==> config.mk <==
export PLATFORM = sky130hd
export DESIGN_NAME = instruction_fetch_unit
export DESIGN_NICKNAME = d
export VERILOG_FILES = /design/src/rtl/instruction_fetch_unit.sv
export SDC_FILE = /design/constraint.sdc
export NUM_CORES = 1
export LEC_CHECK = 0
export ABC_AREA = 1
export CORE_AREA = 3 3 212 110
export CTS_BUF_LIST = sky130_fd_sc_hd__clkbuf_4
export DETAILED_ROUTE_END_ITERATION = 16
export DIE_AREA = 0 0 215 113
export PLACE_DENSITY_LB_ADDON = 0.15
export SYNTH_ARGS = -nofsm -noshare
export SYNTH_HDL_FRONTEND = slang
export SYNTH_SLANG_ARGS = --single-unit
export TNS_END_PERCENT = 50
==> constraint.sdc <==
create_clock -name clk -period 6.1 [get_ports clk]
set_clock_uncertainty 0.05 [all_clocks]
set_input_delay 0.915 -clock clk [delete_from_list [all_inputs] [get_ports clk]]
set_output_delay 0.915 -clock clk [all_outputs]
set_load 0.03 [all_outputs]
==> src/rtl/instruction_fetch_unit.sv <==
// -----------------------------------------------------------------------------
// instruction_fetch_unit
//
// Pipeline front end. Holds the fetch PC, runs a single-outstanding req/ack
// handshake to instruction memory and buffers returned words in a 2-entry
// queue that feeds the IF/ID register. A branch redirect flushes the queue
// and, if a request is still in flight, keeps presenting that request until
// its ack arrives so the stale word can be thrown away (KILL state).
//
// Ports:
//   clk            in   clock, rising edge
//   reset          in   asynchronous reset, active low
//   imem_req       out  fetch request, held until imem_ack
//   imem_addr      out  fetch address, stable while imem_req
//   imem_ack       in   one-cycle response strobe (may coincide with req)
//   imem_rdata     in   instruction word, valid with imem_ack
//   redirect       in   branch taken / flush pulse
//   redirect_pc    in   new fetch PC, sampled with redirect
//   id_ready       in   IF/ID load enable; pop when id_valid && id_ready
//   id_valid       out  queue head valid
//   id_instruction out  head instruction, 0 when empty
//   id_pc          out  head PC, 0 when empty
// -----------------------------------------------------------------------------
`timescale 1ns/1ps

module instruction_fetch_unit #(
  parameter logic [31:0] RESET_PC = 32'h0000_0000
) (
  input  logic        clk,
  input  logic        reset,
  output logic        imem_req,
  output logic [31:0] imem_addr,
  input  logic        imem_ack,
  input  logic [31:0] imem_rdata,
  input  logic        redirect,
  input  logic [31:0] redirect_pc,
  input  logic        id_ready,
  output logic        id_valid,
  output logic [31:0] id_instruction,
  output logic [31:0] id_pc
);

  localparam logic [0:0] ST_FETCH = 1'b0;
  localparam logic [0:0] ST_KILL  = 1'b1;

  logic [31:0] pc_q, pc_d;
  logic [1:0]  count_q, count_d;
  logic        rd_ptr_q, rd_ptr_d;
  logic        wr_ptr_q, wr_ptr_d;
  logic        pending_q, pending_d;
  logic [0:0]  state_q, state_d;
  logic [31:0] kill_addr_q, kill_addr_d;
  logic [31:0] q_pc_q    [2];
  logic [31:0] q_pc_d    [2];
  logic [31:0] q_instr_q [2];
  logic [31:0] q_instr_d [2];

  logic ack_acc;
  logic push;
  logic pop;

  // Output decode. The request is forced low while reset is held so the
  // memory sees no request until release, independent of any clock edge.
  always_comb begin
    imem_req       = reset && ((state_q == ST_KILL) || pending_q || (count_q != 2'd2));
    imem_addr      = (state_q == ST_KILL) ? kill_addr_q : pc_q;
    id_valid       = (count_q != 2'd0);
    id_pc          = id_valid ? q_pc_q[rd_ptr_q]    : 32'h0;
    id_instruction = id_valid ? q_instr_q[rd_ptr_q] : 32'h0;
  end

  // An ack with no request on the bus is not ours; ignore it.
  always_comb begin
    ack_acc = imem_ack && imem_req;
    push    = (state_q == ST_FETCH) && ack_acc && !redirect;
    pop     = id_valid && id_ready && !redirect;
  end

  // Queue storage and occupancy
  always_comb begin
    for (int i = 0; i < 2; i++) begin
      q_pc_d[i]    = q_pc_q[i];
      q_instr_d[i] = q_instr_q[i];
    end
    if (push) begin
      q_pc_d[wr_ptr_q]    = pc_q;
      q_instr_d[wr_ptr_q] = imem_rdata;
    end

    count_d  = count_q;
    rd_ptr_d = rd_ptr_q ^ pop;
    wr_ptr_d = wr_ptr_q ^ push;
    unique case ({push, pop})
      2'b10:   count_d = count_q + 2'd1;
      2'b01:   count_d = count_q - 2'd1;
      default: count_d = count_q;
    endcase

    if (redirect) begin
      count_d  = 2'd0;
      rd_ptr_d = 1'b0;
      wr_ptr_d = 1'b0;
    end
  end

  // PC / handshake / kill control
  always_comb begin
    pc_d        = pc_q;
    pending_d   = pending_q;
    state_d     = state_q;
    kill_addr_d = kill_addr_q;

    if (redirect) begin
      pc_d = redirect_pc;
      if (state_q == ST_KILL) begin
        // The old request may complete in this very cycle; once it does
        // there is nothing left to discard.
        if (ack_acc) begin
          state_d   = ST_FETCH;
          pending_d = 1'b0;
        end
      end else if (ack_acc) begin
        // Response lands with the redirect: simply drop it.
        pending_d = 1'b0;
      end else if (pending_q || imem_req) begin
        // A request is on the bus and cannot be withdrawn; keep it up at
        // its original address and discard whatever comes back.
        state_d     = ST_KILL;
        pending_d   = 1'b1;
        kill_addr_d = pc_q;
      end
    end else if (state_q == ST_KILL) begin
      if (ack_acc) begin
        state_d   = ST_FETCH;
        pending_d = 1'b0;
      end
    end else begin
      if (ack_acc) begin
        pc_d      = pc_q + 32'd4;
        pending_d = 1'b0;
      end else if (imem_req) begin
        pending_d = 1'b1;
      end
    end
  end

  always_ff @(posedge clk or negedge reset) begin
    if (!reset) begin
      pc_q        <= RESET_PC;
      count_q     <= 2'd0;
      rd_ptr_q    <= 1'b0;
      wr_ptr_q    <= 1'b0;
      pending_q   <= 1'b0;
      state_q     <= ST_FETCH;
      kill_addr_q <= RESET_PC;
      for (int i = 0; i < 2; i++) begin
        q_pc_q[i]    <= 32'h0;
        q_instr_q[i] <= 32'h0;
      end
    end else begin
      pc_q        <= pc_d;
      count_q     <= count_d;
      rd_ptr_q    <= rd_ptr_d;
      wr_ptr_q    <= wr_ptr_d;
      pending_q   <= pending_d;
      state_q     <= state_d;
      kill_addr_q <= kill_addr_d;
      for (int i = 0; i < 2; i++) begin
        q_pc_q[i]    <= q_pc_d[i];
        q_instr_q[i] <= q_instr_d[i];
      end
    end
  end

endmodule

==> impl_metrics.py <==
metrics = {
    "sta": {
        "min_period_over_period_pct": 70.3,
        "min_period_ns": 4.29,
        "max_freq_ghz": 0.233,
        "final-max-slew-violation-count": 0,
        "slew_headroom_pct": 29.2,
        "tns_ns": 0,
        "worst_pin_slew_ns": 1.06,
        "hold_viol": 0,
        "rsz0062_at_grt": "false",
        "finalSetupViolCount": 0,
    },
    "synthesis": {
        "synth-simple-area-share_pct": 18.6,
        "ys_warn_count": 0,
        "synthAdderAreaFrac_pct": 0.387,
        "syn_nets": 1300,
        "ys_ff_latch": 198,
        "synth_top_family_by_area": "simple AND/OR/NAND/NOR gates",
        "ys_types": 25,
        "yosysSeqAreaShare_pct": 51.1,
        "synth_compound_area_share_pct": 16.1,
        "synth_area_per_cell_um2": 7.90,
        "muxShareOfSynthArea_pct": 4.30,
        "syn-cell-area_mm2": 0.00970,
        "synth_cells": 1228,
        "synth_xor_area_share_pct": 0.632,
    },
    "drt": {
        "route.antenna.remaining_nets": 0,
        "viasPerCell": 5.17,
        "drtIter0Drc": 805,
        "first_pass_iters": 5,
        "wirelength_um": 28100,
        "wl_per_cell_um": 16.9,
        "dr_total_vias": 8595,
        "post-route-drc-count": 0,
    },
    "global_routing": {
        "grt_pass1_wl_um": 45300,
        "grt_max_degree": 105,
        "grt_pass1_vias": 8343,
        "gr-total-overflow": 0,
        "antenna_found_initial": 1,
        "grt_usage_pct": 23.6,
    },
    "worst_hold_path": {
        "hp-class": "input pin to asynchronous set/reset pin",
    },
    "floorplan": {
        "num_rows": 38,
        "initial_utilization_pct": 45.0,
        "ioPinCount": 167,
        "coreArea_mm2": 0.0215,
        "die_h_um": 113,
        "dieArea_mm2": 0.0243,
        "die_w_um": 215,
    },
    "critical_path": {
        "crit_required_ns": 5.13,
        "worstSetupStartpoint": "rd_ptr_q",
        "ff2ff_path_depth": 8,
        "critPathLaunchType": "register",
        "critPathKind": "register to output port",
        "arrival_ns": 3.32,
        "path_max_fanout": 72,
        "worstSetupEndpointType": "output port",
        "r2r-start": "state_q",
    },
    "cells_and_area": {
        "syn_to_final_growth_pct": 21.7,
        "most-common-layout-cells": "nand2_1, o21ai_0, dfrtp_1",
        "nets": 1421,
        "drive_above_1_share_pct": 6.53,
        "layout_commonest_cell": "nand2_1",
    },
    "clocking": {
        "clk_path_buf_depth": 2,
        "tritoncts": "built",
        "clkTransAtPathRegs_ns": 0.16,
        "cts-hold-fix-buffers": 0,
        "cts_setup_buffers": 0,
        "htree_levels": 4,
        "postCtsResizedCells": 0,
        "cts_buffers": 17,
        "clkLatencyLatePin_ns": 0.60,
        "cts_root_buffer": "clkbuf_4",
        "clock-sinks": 198,
    },
    "placement": {
        "dp_hpwl_um": 19500,
        "gp_congestion": 0.881,
        "numPortBuffers": 166,
    },
    "flow_run": {
        "max_cap_violations": 0,
    },
    "power": {
        "peakVddDrop_uv": 263,
        "power.total_uw": 5720,
        "power.leakage_uw": 0.00522,
        "p_per_area_mw_per_mm2": 485,
    },
    "outcome": {
        "status": "finished clean",
    },
}
[worst max-delay path, stage by stage (launching register included)]
cell and delay, ns:
dfrtp_4 0.92, buf_4 0.60, o21ai_0 0.18, a21oi_1 0.22, clkdlybuf4s50_1 0.72
[flip-flops by register name, summed over array words and instances (netlist names)]
register / count
count_q: 2
q_pc_q: 64
wr_ptr_q: 1
kill_addr_q: 32
pending_q: 1
q_instr_q: 64
rd_ptr_q: 1
pc_q: 32
state_q: 1
[layout make-up]
| class | instances | area [um2] |
|---|---|---|
| Timing Repair Buffer | 177 | 1750 |
| Clock inverter | 13 | 133 |
| Fill cell | 2003 | 9730 |
| Sequential cell | 198 | 4960 |
| Tap cell | 300 | 375 |
| Inverter | 141 | 529 |
| Antenna cell | 1 | 2.50 |
| Clock buffer | 19 | 143 |
| Multi-Input combinational cell | 814 | 3920 |
[metrics by stage]
stage	setup slack [ns]	util, %	hold slack (ns)	instances	cell area, um2
finish	1.81	54.8	0.347	1663	11800
global route	1.58	54.8	0.358	1663	11800
global placement	2.15	53.5	0.434	1630	11500
detailed placement	2.03	53.5	0.440	1630	11500
CTS	1.75	54.8	0.351	1662	11800
floorplan	3.29	-	0.420	1228	9700
[per-layer routing]
layer	track usage, %	up-vias	routed length, um
met2	34.5	291	11900
met4	5.45	0	314
met1	35.5	4123	13800
li1	-	4157	-
met3	5.45	24	2030
met5	0	-	0
[kinds of logic (layout without fill, tap and decap cells)]
family | Yosys count | count (layout)
and+or+nand+nor | 459 | 459
AOI/OAI and AO/OA | 308 | 308
buffers and inverters | 216 | 350
DFF | 198 | 198
muxes | 37 | 37
xor gates and xnor gates | 7 | 7
adders and majority gates | 3 | 3
other | 0 | 1
[synth_stat cells (all sizes together)]
library cell	n	share of area (%)
nor2	100	3.9
buf	21	1.2
a21oi	93	4.8
inv	141	5.5
nor3	2	0.22
nand2	310	12
ha	3	0.39
o211ai	9	0.70
dfrtp	198	51
mux2	37	4.3
o21ai	206	11
nand4	2	0.13
nand3	45	2.4
clkbuf	54	2.1
xor2	7	0.63
[power breakdown]
group | total, uW | internal [uW] | switching, uW
registers | 2120 | 1780 | 341
clock network | 712 | 250 | 462
logic | 2890 | 1110 | 1780
total | 5720 | 3130 | 2590
[final timing paths]
path	end	slack, ns
worst min register to register	q_instr_q[41]	0.47
worst min-delay path	q_instr_q[10]	0.35
worst max register to register	q_pc_q[29]	2.50
worst max-delay path	id_pc[19]	1.81
max in group asynchronous	rd_ptr_q	4.34
min in group clk	q_instr_q[41]	0.47
Note: power is estimated with default switching activity, not from simulation.
